$ cat config.mk
export PLATFORM = sky130hd
export DESIGN_NAME = fsb_ws
export DESIGN_NICKNAME = d
export VERILOG_FILES = /design/src/rtl/fsb_ws.sv
export SDC_FILE = /design/constraint.sdc
export NUM_CORES = 1
export LEC_CHECK = 0
export CELL_PAD_IN_SITES_DETAIL_PLACEMENT = 1
export CELL_PAD_IN_SITES_GLOBAL_PLACEMENT = 1
export CORE_AREA = 5 5 42 44
export CTS_CLUSTER_DIAMETER = 80
export DETAILED_ROUTE_END_ITERATION = 7
export DIE_AREA = 0 0 47 49
export GPL_TIMING_DRIVEN = 1
export PLACE_DENSITY = 0.79
export SYNTH_ARGS = -nofsm -noshare
export SYNTH_HDL_FRONTEND = slang
export SYNTH_SLANG_ARGS = --single-unit
export TNS_END_PERCENT = 50
$ cat constraint.sdc
create_clock -name FCLK -period 1.8 [get_ports FCLK]
set_input_delay 0.36 -clock FCLK [delete_from_list [all_inputs] [get_ports FCLK]]
set_output_delay 0.36 -clock FCLK [all_outputs]
set_load 0.01 [all_outputs]
$ cat src/rtl/fsb_ws.sv
// 68000 bus wait-state / termination generator: DTACK, VPA, optional BERR.
// Define FSB_BERR_TIMEOUT_EN to enable the bus-error timeout counter.
module fsb_ws #(
   parameter int NREADY = 2,
   parameter int MINWS  = 0,
   parameter int TOW    = 8
) (
   input  logic              FCLK,
   input  logic              nRESET,
   input  logic              nAS,
   input  logic [NREADY-1:0] Ready,
   input  logic [NREADY-1:0] RMask,
   input  logic              IACS,
   output logic              nDTACK,
   output logic              nVPA,
   output logic              nBERR,
   output logic              BACT,
   output logic              CACT
);

   if (NREADY < 1 || NREADY > 8) begin : g_nready_chk
      $error("fsb_ws: NREADY out of range 1..8");
   end
   if (MINWS < 0 || MINWS > 7) begin : g_minws_chk
      $error("fsb_ws: MINWS out of range 0..7");
   end
   if (TOW < 4 || TOW > 16) begin : g_tow_chk
      $error("fsb_ws: TOW out of range 4..16");
   end

   typedef enum logic [2:0] {
      IDLE,
      WAIT,
      ACK,
      VPA,
      BERR
   } state_t;

   localparam logic [2:0] WSINIT = 3'(MINWS);

   state_t     state_q, state_d;
   logic [2:0] ws_q, ws_d;
   logic       armed_q;
   logic       bact_q;
   logic       cact_q;
   logic       rdy;

`ifdef FSB_BERR_TIMEOUT_EN
   localparam logic [TOW-1:0] TOMAX = {TOW{1'b1}};
   logic [TOW-1:0] to_q, to_d;
`endif

   assign rdy = &(Ready | RMask);

   // armed blocks a cycle start after reset until nAS has been seen high
   always_ff @(posedge FCLK or negedge nRESET) begin
      if (!nRESET) begin
         state_q <= IDLE;
         ws_q    <= '0;
         armed_q <= 1'b0;
         bact_q  <= 1'b0;
         cact_q  <= 1'b0;
      end else begin
         state_q <= state_d;
         ws_q    <= ws_d;
         armed_q <= armed_q | nAS;
         bact_q  <= ~nAS;
         cact_q  <= ~nAS & bact_q;
      end
   end

`ifdef FSB_BERR_TIMEOUT_EN
   always_ff @(posedge FCLK or negedge nRESET) begin
      if (!nRESET) begin
         to_q <= '0;
      end else begin
         to_q <= to_d;
      end
   end
`endif

   always_comb begin
      state_d = state_q;
      ws_d    = ws_q;
`ifdef FSB_BERR_TIMEOUT_EN
      to_d    = to_q;
`endif
      unique case (state_q)
         IDLE: begin
            if (!nAS && armed_q) begin
               state_d = WAIT;
               ws_d    = WSINIT;
`ifdef FSB_BERR_TIMEOUT_EN
               to_d    = '0;
`endif
            end
         end
         WAIT: begin
            if (nAS) begin
               state_d = IDLE;
            end else if (ws_q != 3'd0) begin
               ws_d = ws_q - 3'd1;
            end else if (rdy) begin
               state_d = IACS ? VPA : ACK;
            end else begin
`ifdef FSB_BERR_TIMEOUT_EN
               if (to_q == TOMAX) begin
                  state_d = BERR;
               end else begin
                  to_d = to_q + 1'b1;
               end
`endif
            end
         end
         ACK, VPA, BERR: begin
            if (nAS) begin
               state_d = IDLE;
            end
         end
         default: state_d = IDLE;
      endcase
   end

   assign nDTACK = (state_q != ACK);
   assign nVPA   = (state_q != VPA);
`ifdef FSB_BERR_TIMEOUT_EN
   assign nBERR  = (state_q != BERR);
`else
   assign nBERR  = 1'b1;
`endif
   assign BACT   = bact_q;
   assign CACT   = cact_q;

endmodule
==> impl_metrics.ini <==
[logic_synthesis]
ys_ff_latch = 8
ys_types = 20
synth_area_sq_um = 394
synth-seq-area-share_pct = 50.8
postSynthCellCount = 39
syn_nets = 49
syn_area_per_cell_sq_um = 10.1
yosys_warnings = 0

[routing]
drt-total-wl_um = 875
drc = 0
final_antenna_net_count = 0
first_pass_iters = 2
viasPerCell = 4.75
num_vias = 323
drt_iter0_markers = 5
post_drt_wl_per_cell_um = 12.9

[worst_setup_path]
path_cells = nand2_1 > clkdlybuf4s50_1
worstPathMaxFanout = 8
crit_buf_inv = 1
cp.required_ns = 1.44
cp_slowest_stage_delay_ns = 0.54
cpLargestDelayFamily = buffers and inverters
cpMaxStageDelayCell = clkdlybuf4s50_1
arrival_ns = 1.32
endpoint_kind = primary output
rr_startpoint = ws_q[0]$_DFFE_PN0P_
r2r_slack_ns = 0.31
worstSetupPathType = reg -> out
crit_start = state_q[0]$_DFFE_PN0P_
cp.depth = 2
r2r_cells = 6
crit_end = nVPA
worst_r2r_endpoint = ws_q[1]$_DFFE_PN0P_
start_kind = flip-flop

[power]
cellPowerDensity_nw_per_um2 = 709
p_leak_nw = 0.238
irDropWorstVdd_v = 0.000304

[global_routing]
track_usage_pct = 9.01
grt_pass1_vias = 325
grt_pass1_wl_um = 1470
grt_max_degree = 9
gr-total-overflow = 0
grt_antenna_before_repair = 0

[die]
die_x_um = 47
dieArea_sq_um = 2300
start_util_pct = 28.1
die_h_um = 49
rows = 14
io_pins = 13
core_area_sq_um = 1400

[sta]
period_minus_slack_ns = 1.68
rsz0062_at_grt = no
hold_viol = 0
min_period_over_period_pct = 93.1
setup_viol = 0
max_freq_mhz = 597
clock_skew_ns = 0.00375
slew_viol_final = 0
fin_setup_tns_ns = 0

[clock_network]
numClockSinks = 8
clock_latency_ns = 0.25
cts_root_buf = clkbuf_4
cts_buffers = 3
cts_buffer_depth = 2
clk_pin_slew_ns = 0.06
cts_tree = yes
htree_levels = 1

[outcome]
outcome = completed

[final_layout]
stdcell_area_sq_um = 541
nNetsFinal = 64
syn_to_final_growth_pct = 37.1
n_antenna_cell = 0
drive_above_1_share_pct = 13.5

[run]
cap_violations = 0

[place]
dp_hpwl_um = 695
portBuffers = 11
placed_cell_area_sq_um = 517
place_congestion = 0.668

[hold_path]
hp-class = in -> async
[synth_stat cells]
master	count	area [sq um]
or2_2	1	6.26
nor2_1	4	15.0
or2b_1	1	7.51
a22o_1	5	43.8
a21o_1	1	7.51
a21oi_1	1	5.00
o22ai_1	1	6.26
and2b_1	1	7.51
ha_1	2	25.0
nor2b_1	1	6.26
inv_1	4	15.0
nor4_1	1	6.26
nor2_2	1	6.26
dfrtp_1	8	200
buf_4	1	7.51
o21ai_0	1	5.00
conb_1	1	3.75
nand2_1	2	7.51
o21ai_1	1	5.00
o21a_1	1	7.51
[layer usage]
| layer | GRT usage [%] | vias to the layer above | part of all wire, % |
|---|---|---|---|
| met5 | 0 | - | 0 |
| met4 | 5.53 | 0 | 0.69 |
| met3 | 3.32 | 2 | 3.7 |
| met2 | 12.2 | 5 | 49 |
| met1 | 11.7 | 157 | 47 |
| li1 | - | 159 | - |
[area by class of cell]
| class | instances | area (sq um) |
|---|---|---|
| fillers | 166 | 861 |
| flip-flops and latches | 8 | 203 |
| inverters | 4 | 15.0 |
| clock buffers | 3 | 22.5 |
| repair buffers | 11 | 109 |
| well taps | 16 | 20.0 |
| multi-input cells | 26 | 171 |
[stage by stage]
step,cells,power [mW],hold WS (ns),util [%],setup slack [ns]
2_1_floorplan,39,0.217,0.0644,-,0.429
3_3_place_gp,65,0.250,0.508,36.9,0.282
3_5_place_dp,65,0.252,0.501,36.9,0.256
4_1_cts,68,0.395,0.395,38.6,0.108
5_1_grt,68,0.412,0.400,38.6,0.0715
6_report,68,0.383,0.387,38.6,0.124
[registers in the layout (all words and copies together), names as in the netlist]
signal	flops
ws_q	3
CACT	1
armed_q	1
BACT	1
state_q	2
[repair_timing]
action | in CTS | in global routing
hold buffers | 0 | 0
gates resized for setup | 3 | 0
setup endpoints to repair | 1 | 0
buffers inserted | 0 | 0
hold endpoints to repair | 0 | 0
[cell families (layout without fill, tap and decap cells)]
| group | after synthesis | count (layout) | share of synthesized area (%) |
|---|---|---|---|
| buffers and inverters | 5 | 18 | 5.71 |
| AND/OR/NAND/NOR | 12 | 12 | 15.9 |
| AO/OA/AOI/OAI | 11 | 11 | 20.3 |
| other | 1 | 1 | 0.951 |
| flip-flops | 8 | 8 | 50.8 |
| adder cells (fa/ha/maj) | 2 | 2 | 6.35 |
[placed cells by master (no fill, tap or decap), drive strengths merged]
cell,n
clkdlybuf4s50,10
dfrtp,8
a22o,5
nor2,5
inv,4
clkbuf,3
nand2,2
ha,2
o21ai,2
nor2b,1
or2,1
or2b,1
o22ai,1
o21a,1
nor4,1
a21o,1
and2b,1
a21oi,1
conb,1
dlygate4sd2,1
[power by group]
group / total (mW) / switching [mW] / leakage, nW / internal (mW)
clock: 0.136 / 0.0597 / 0.0138 / 0.0762
combinational: 0.0506 / 0.0214 / 0.126 / 0.0292
sequential: 0.197 / 0.00966 / 0.0980 / 0.187
[worst min path at each step]
stage                      start             endpoint  depth (start not counted)
2_1_floorplan             nRESET       BACT$_DFF_PN0_                          0
3_3_place_gp   armed_q$_DFF_PN0_    armed_q$_DFF_PN0_                          1
3_5_place_dp   armed_q$_DFF_PN0_    armed_q$_DFF_PN0_                          1
4_1_cts                   nRESET  ws_q[2]$_DFFE_PN0P_                          1
5_1_grt                   nRESET  ws_q[1]$_DFFE_PN0P_                          1
6_report                  nRESET  ws_q[1]$_DFFE_PN0P_                          1
No activity file was read; power rests on OpenSTA's default activity.
